==> src/rtl/stage23_batch_scheduler_if.sv <==
// Requester-side valid/ready/data bundle for the stage-2/3 batch scheduler.
// One lane per requester; lane i occupies req_data[i*DATA_W +: DATA_W].
interface stage23_batch_scheduler_if #(
    parameter int DATA_W = 264,
    parameter int N_REQ  = 4
);
    logic [N_REQ-1:0]        req_valid;
    logic [N_REQ*DATA_W-1:0] req_data;
    logic [N_REQ-1:0]        req_ready;

    modport master (
        output req_valid,
        output req_data,
        input  req_ready
    );

    modport slave (
        input  req_valid,
        input  req_data,
        output req_ready
    );
endinterface

==> src/rtl/stage23_batch_scheduler.sv <==
// Round-robin packer of up to three original messages per encoder issue,
// with timeout/flush of partial batches and a post-issue idle gap.
module stage23_batch_scheduler #(
    parameter int DATA_W  = 264,
    parameter int N_REQ   = 4,
    parameter int TIMEOUT = 16,
    parameter int MIN_GAP = 2
) (
    input  logic                      clk,
    input  logic                      rst_n,
    stage23_batch_scheduler_if.slave  req,
    input  logic                      flush,
    output logic [DATA_W-1:0]         original_data_1,
    output logic [DATA_W-1:0]         original_data_2,
    output logic [DATA_W-1:0]         original_data_3,
    output logic                      message_en_out,
    output logic [1:0]                batch_slots,
    output logic [15:0]               batch_cnt,
    output logic                      busy
);
    typedef enum logic [1:0] {IDLE, FILL, ISSUE, GAP} state_t;

    localparam int PW   = (N_REQ > 1) ? $clog2(N_REQ) : 1;
    localparam int TMAX = (TIMEOUT > MIN_GAP) ? TIMEOUT : MIN_GAP;
    localparam int TW   = $clog2(TMAX + 1);
    localparam logic [TW-1:0] T_LAST = TW'(TIMEOUT - 1);
    localparam logic [TW-1:0] G_LAST = TW'((MIN_GAP > 0) ? MIN_GAP - 1 : 0);

    state_t            state, state_n;
    logic [PW-1:0]     rr_ptr, gnt_idx, cand;
    logic              gnt_any, can_gnt, xfer;
    logic [TW-1:0]     timer;
    logic [1:0]        slot_cnt, cnt_n;
    logic [DATA_W-1:0] slot_0, slot_1, slot_2;
    logic [DATA_W-1:0] gnt_data;

    // First valid requester at or above rr_ptr, wrapping.
    always_comb begin
        gnt_any = 1'b0;
        gnt_idx = '0;
        cand    = '0;
        for (int k = 0; k < N_REQ; k++) begin
            if (int'(rr_ptr) + k >= N_REQ)
                cand = PW'(int'(rr_ptr) + k - N_REQ);
            else
                cand = PW'(int'(rr_ptr) + k);
            if (!gnt_any && req.req_valid[cand]) begin
                gnt_any = 1'b1;
                gnt_idx = cand;
            end
        end
    end

    assign gnt_data = req.req_data[gnt_idx*DATA_W +: DATA_W];
    assign cnt_n    = slot_cnt + {1'b0, xfer};

    always_ff @(posedge clk or negedge rst_n) begin
        if (!rst_n) state <= IDLE;
        else        state <= state_n;
    end

    always_comb begin
        state_n = state;
        unique case (state)
            IDLE:  if (xfer) state_n = FILL;
            FILL:  if (cnt_n == 2'd3 || flush || timer == T_LAST)
                       state_n = ISSUE;
            ISSUE: state_n = (MIN_GAP > 0) ? GAP : IDLE;
            GAP:   if (timer == G_LAST) state_n = IDLE;
            default: state_n = IDLE;
        endcase
    end

    always_comb begin
        can_gnt       = (state == IDLE || state == FILL) && slot_cnt != 2'd3;
        xfer          = can_gnt && gnt_any;
        busy          = (state != IDLE);
        req.req_ready = '0;
        if (xfer) req.req_ready[gnt_idx] = 1'b1;
    end

    always_ff @(posedge clk or negedge rst_n) begin
        if (!rst_n) begin
            rr_ptr          <= '0;
            timer           <= '0;
            slot_cnt        <= '0;
            slot_0          <= '0;
            slot_1          <= '0;
            slot_2          <= '0;
            original_data_1 <= '0;
            original_data_2 <= '0;
            original_data_3 <= '0;
            message_en_out  <= 1'b0;
            batch_slots     <= '0;
            batch_cnt       <= '0;
        end else begin
            message_en_out <= 1'b0;
            unique case (state)
                IDLE, FILL: begin
                    timer <= (state == IDLE) ? '0 : timer + 1'b1;
                    if (xfer) begin
                        if (slot_cnt == 2'd0)      slot_0 <= gnt_data;
                        else if (slot_cnt == 2'd1) slot_1 <= gnt_data;
                        else                       slot_2 <= gnt_data;
                        slot_cnt <= cnt_n;
                        rr_ptr   <= (gnt_idx == PW'(N_REQ - 1)) ?
                                    '0 : gnt_idx + 1'b1;
                    end
                end
                ISSUE: begin
                    original_data_1 <= slot_0;
                    original_data_2 <= slot_1;
                    original_data_3 <= slot_2;
                    message_en_out  <= 1'b1;
                    batch_slots     <= slot_cnt;
                    batch_cnt       <= batch_cnt + 16'd1;
                    slot_0          <= '0;
                    slot_1          <= '0;
                    slot_2          <= '0;
                    slot_cnt        <= '0;
                    timer           <= '0;
                end
                GAP: timer <= timer + 1'b1;
                default: timer <= '0;
            endcase
        end
    end
endmodule

==> src/flat_wrapper.sv <==
// flat-port wrapper written by rule: the top's interface ports become plain ports
module stage23_batch_scheduler_flat 
#(
    parameter int DATA_W  = 264,
    parameter int N_REQ   = 4,
    parameter int TIMEOUT = 16,
    parameter int MIN_GAP = 2
)
  (clk, rst_n, flush, original_data_1, original_data_2, original_data_3, message_en_out, batch_slots, batch_cnt, busy, req_req_valid, req_req_data, req_req_ready);
  stage23_batch_scheduler_if #(.DATA_W(DATA_W), .N_REQ(N_REQ)) req_i ();
  input  logic clk;
  input  logic rst_n;
  input  logic flush;
  output logic [DATA_W-1:0] original_data_1;
  output logic [DATA_W-1:0] original_data_2;
  output logic [DATA_W-1:0] original_data_3;
  output logic message_en_out;
  output logic [1:0] batch_slots;
  output logic [15:0] batch_cnt;
  output logic busy;
  input wire logic [$bits(req_i.req_valid)-1:0] req_req_valid;
  input wire logic [$bits(req_i.req_data)-1:0] req_req_data;
  output wire logic [$bits(req_i.req_ready)-1:0] req_req_ready;
  assign req_i.req_valid = req_req_valid;
  assign req_i.req_data = req_req_data;
  assign req_req_ready = req_i.req_ready;
  stage23_batch_scheduler #(.DATA_W(DATA_W), .N_REQ(N_REQ), .TIMEOUT(TIMEOUT), .MIN_GAP(MIN_GAP)) u_core (.clk(clk), .rst_n(rst_n), .req(req_i), .flush(flush), .original_data_1(original_data_1), .original_data_2(original_data_2), .original_data_3(original_data_3), .message_en_out(message_en_out), .batch_slots(batch_slots), .batch_cnt(batch_cnt), .busy(busy));
endmodule
==> config.mk <==
export PLATFORM = sky130hd
export DESIGN_NAME = stage23_batch_scheduler_flat
export DESIGN_NICKNAME = d
export VERILOG_FILES = /design/src/rtl/stage23_batch_scheduler_if.sv /design/src/rtl/stage23_batch_scheduler.sv /design/src/flat_wrapper.sv
export SDC_FILE = /design/constraint.sdc
export NUM_CORES = 2
export LEC_CHECK = 0
export BUFFER_PORTS_ARGS = -buffer_cell sky130_fd_sc_hd__buf_2
export CAP_MARGIN = 20
export CORE_AREA = 2 2 728 730
export DETAILED_ROUTE_END_ITERATION = 6
export DIE_AREA = 0 0 730 732
export MAX_ROUTING_LAYER = met4
export PLACE_DENSITY_LB_ADDON = 0.08
export SETUP_SLACK_MARGIN = 0.02
export SLEW_MARGIN = 20
export SYNTH_ARGS = -nofsm -noshare
export SYNTH_HDL_FRONTEND = slang
export SYNTH_SLANG_ARGS = --single-unit
==> constraint.sdc <==
create_clock -name clk -period 3.5 [get_ports clk]
set_input_delay 0.175 -clock clk [delete_from_list [all_inputs] [get_ports clk]]
set_output_delay 0.175 -clock clk [all_outputs]
set_load 0.005 [all_outputs]
==> results.cfg <==
[outcome]
status = finished, final reports clean

[sta]
fin_crit_sh_pct = 95.45
setup_tns_ps = 0
fin_crit_ps = 3341
holdWs_ps = 53.11
finalSetupViolations = 0
relSlewSlack_pct = 26.59
fin_skew_ps = 55.03
grt_setup_unrepaired = no
tightest_slew_ps = 1071
slew_violations = 0
max_freq_mhz = 299.3
hold_violations = 0

[placement]
portBuffers = 1878
dpl.hpwl_um = 343300
gp_congestion = 0.8961

[drt]
wl_um = 455500
wl_per_cell_um = 29.50
num_vias = 59200
first_iter_violations = 3284
vias_per_cell = 3.834
ant_nets = 0
drcViolationCount = 0
first_pass_iters = 7

[cts]
clock_path_buffers = 4
cts_root_buffer = clkbuf_16
clk_latency_ps = 920
numCtsBuffers = 220
h-tree-depth = 4
clock_sinks = 1614
cts_tree = built
clk_pin_slew_ps = 60

[setup_path]
crit_cells = 10
slowest_stage = dlygate4sd3_1
crit_arrival_ps = 4110
cp_data_required_time_ps = 4270
cp_cell_sequence = mux2i_1 -> o221ai_2 -> bufinv_16 -> buf_6 -> buf_16 -> mux2i_1 -> dlygate4sd3_1 -> buf_4 -> o221ai_1 -> dlygate4sd3_1
r2r_end = u_core.slot_2[58]$_DFFE_PN0P_
rrSetupSlack_ps = 160
regToRegStartpoint = u_core.rr_ptr[1]$_DFFE_PN0P_
cp-end-kind = flop
critPathKind = flop to flop
worst-path-buf-inv = 6
cpLargestDelayFamily = buffers and inverters
cpPeakStageDelay_ps = 570
cp_max_fo = 21
start_kind = flop
r2r_cells = 10

[run]
max_cap_viol_count = 0

[global_route]
grt_usage_pct = 16.81
grt_max_degree = 133
grt_pass1_vias = 63470
antenna_found_initial = 98
grt_first_pass_wirelength_um = 601300
grt-ovfl-total = 0

[power_and_ir_drop]
p_sw_mw = 45.06
combPwrFrac_pct = 47.6
p_leak_nw = 48.26
power-per-cell-area_nw_per_um2 = 1005
intPower_mw = 61.16
seq_power_share_pct = 30.9
swShare_pct = 42.42
peakVddDrop_v = 0.0006780
p_clk_share_pct = 21.5

[floorplanning]
core_um2 = 526800
die_area_um2 = 534400
rows = 267
start_util_pct = 12.77
fp.dieW_um = 730
ios = 1879
die-height_um = 732

[synth]
synth_edf_count = 0
synth_compound_area_share_pct = 10.56
synth_top_family_by_area = multiplexers
synth-adder-area-share_pct = 0.2604
yosysSeqAreaShare_pct = 60.05
synth_xor_area_share_pct = 0.2344
yosysUniqueCellTypes = 45
avgSynthCellArea_um2 = 13.28
synth_nets = 6142
netlist_instances = 5065
synthFlopType = dfrtp_1
netlist_area_um2 = 67260
muxShareOfSynthArea_pct = 21.20
ys_warn_count = 0
async_flop_share_pct = 100.0
synth-simple-area-share_pct = 4.891
synth-seq-cells = 1614

[finish]
area_delta_synth_final_pct = 57.20
nNetsFinal = 9276
drive_above_1_share_pct = 41.04

[hold_path]
min_from = req_req_data[263]
worstHoldEndpoint = u_core.slot_1[263]$_DFFE_PN0P_
hp-class = input port to flop
min_path_cells = 3
layout by cell type (no fill, tap or decap), drive strengths merged, types with 7 or more instances in the layout:
cell type	instances
buf	2262
dfrtp	1614
dlygate4sd3	1064
nand2	804
mux2	796
o221ai	793
mux2i	529
clkbuf	331
diode	76
clkinv	47
inv	16
ha	14
nor2	13
xnor2	11
xor2	7
bufinv	7
or3	7
flip-flops by register name, summed over array words and instances (netlist names):
register,cells
u_core.rr_ptr,2
u_core.message_en_out,1
u_core.slot_1,264
u_core.original_data_3,264
u_core.original_data_1,264
u_core.batch_cnt,16
u_core.slot_2,264
u_core.slot_cnt,2
u_core.batch_slots,2
u_core.timer,5
u_core.original_data_2,264
u_core.slot_0,264
u_core.state,2
metal layers:
layer | part of all wire [%] | global-route usage (%) | up-vias
li1 | - | - | 25470
met1 | 43 | 20.39 | 31220
met2 | 48 | 27.90 | 2127
met3 | 6.8 | 4.374 | 385
met4 | 2.5 | 3.723 | 0
met5 | 0 | - | -
power by group through the flow:
| stage | clock network [mW] | logic (mW) | registers, mW |
|---|---|---|---|
| 3_5_place_dp | 0 | 49.4 | 33.3 |
| 6_report | 22.8 | 50.6 | 32.8 |
| 3_3_place_gp | 0 | 48.9 | 33.3 |
| 2_1_floorplan | 0 | 23.6 | 31.2 |
| 5_1_grt | 24.5 | 54.6 | 33.9 |
| 4_1_cts | 23.8 | 52.0 | 33.1 |
metrics by stage:
stage	power (mW)	utilization (%)	setup WS, ps	instances	area (um^2)
global placement	82.14	16.57	148.3	13890	87310
CTS	108.9	20.00	25.35	15350	105300
floorplan	54.86	-	960.2	5065	67260
global route	113.0	20.06	22.87	15430	105700
finish	106.2	20.07	159.4	15440	105700
detailed placement	82.66	16.59	99.32	13890	87410
worst reg2reg max path, cell delays in order, from the launching register on:
cell           delay, ps
dfrtp_2              420
mux2i_1              270
o221ai_2             170
bufinv_16            230
buf_6                190
buf_16               210
mux2i_1              280
dlygate4sd3_1        570
buf_4                190
o221ai_1             130
dlygate4sd3_1        570
worst max-delay path by stage:
stage / start / slack [ps] / to
floorplan: u_core.state[0]$_DFFE_PN0P_ / 960 / u_core.state[1]$_DFFE_PN0P_
finish: u_core.rr_ptr[1]$_DFFE_PN0P_ / 160 / u_core.slot_2[58]$_DFFE_PN0P_
global route: u_core.rr_ptr[1]$_DFFE_PN0P_ / 20 / u_core.slot_2[58]$_DFFE_PN0P_
global placement: u_core.rr_ptr[1]$_DFFE_PN0P_ / 150 / u_core.slot_2[1]$_DFFE_PN0P_
CTS: u_core.rr_ptr[1]$_DFFE_PN0P_ / 30 / u_core.slot_1[58]$_DFFE_PN0P_
detailed placement: u_core.rr_ptr[1]$_DFFE_PN0P_ / 100 / u_core.slot_1[189]$_DFFE_PN0P_
logic make-up after synthesis:
group,after synthesis
DFF,1614
muxes,1325
and+or+nand+nor,851
AOI/OAI and AO/OA,815
buffers and inverters,428
xor gates and xnor gates,18
adders and majority gates,14
synthesized netlist by cell type, drive strengths merged, types with 2 or more instances:
cell	n	share of area [%]
ha	14	0.26
clkbuf	188	1.0
inv	11	0.061
xnor2	11	0.14
o221ai	793	10
mux2i	529	7.9
o21ai	3	0.022
xor2	7	0.091
nand3	3	0.022
nor3	3	0.022
nor2	13	0.073
buf	229	1.7
mux2	796	13
nor4	2	0.028
and3	6	0.056
or2	2	0.019
nand3b	2	0.022
nand2	804	4.5
dfrtp	1614	60
nand4	6	0.056
a21oi	6	0.050
o211ai	2	0.030
or3	6	0.056
cell type report:
class	count	area, um^2
Tap cell	6994	8751
Multi-Input combinational cell	3024	25110
Inverter	11	67.56
Clock inverter	64	668.1
Clock buffer	329	6526
Antenna cell	76	190.2
Timing Repair Buffer	3328	24030
Fill cell	57420	421100
Sequential cell	1614	40390
timing repair:
action,in CTS,in global routing
pin swaps,0,3
hold buffers,1065,0
resized for setup,3,12
setup buffers,4,9
cloned,0,3
hold endpoints to repair,1257,0
setup endpoints to repair,3,136
Note: power is estimated with default switching activity, not from simulation.
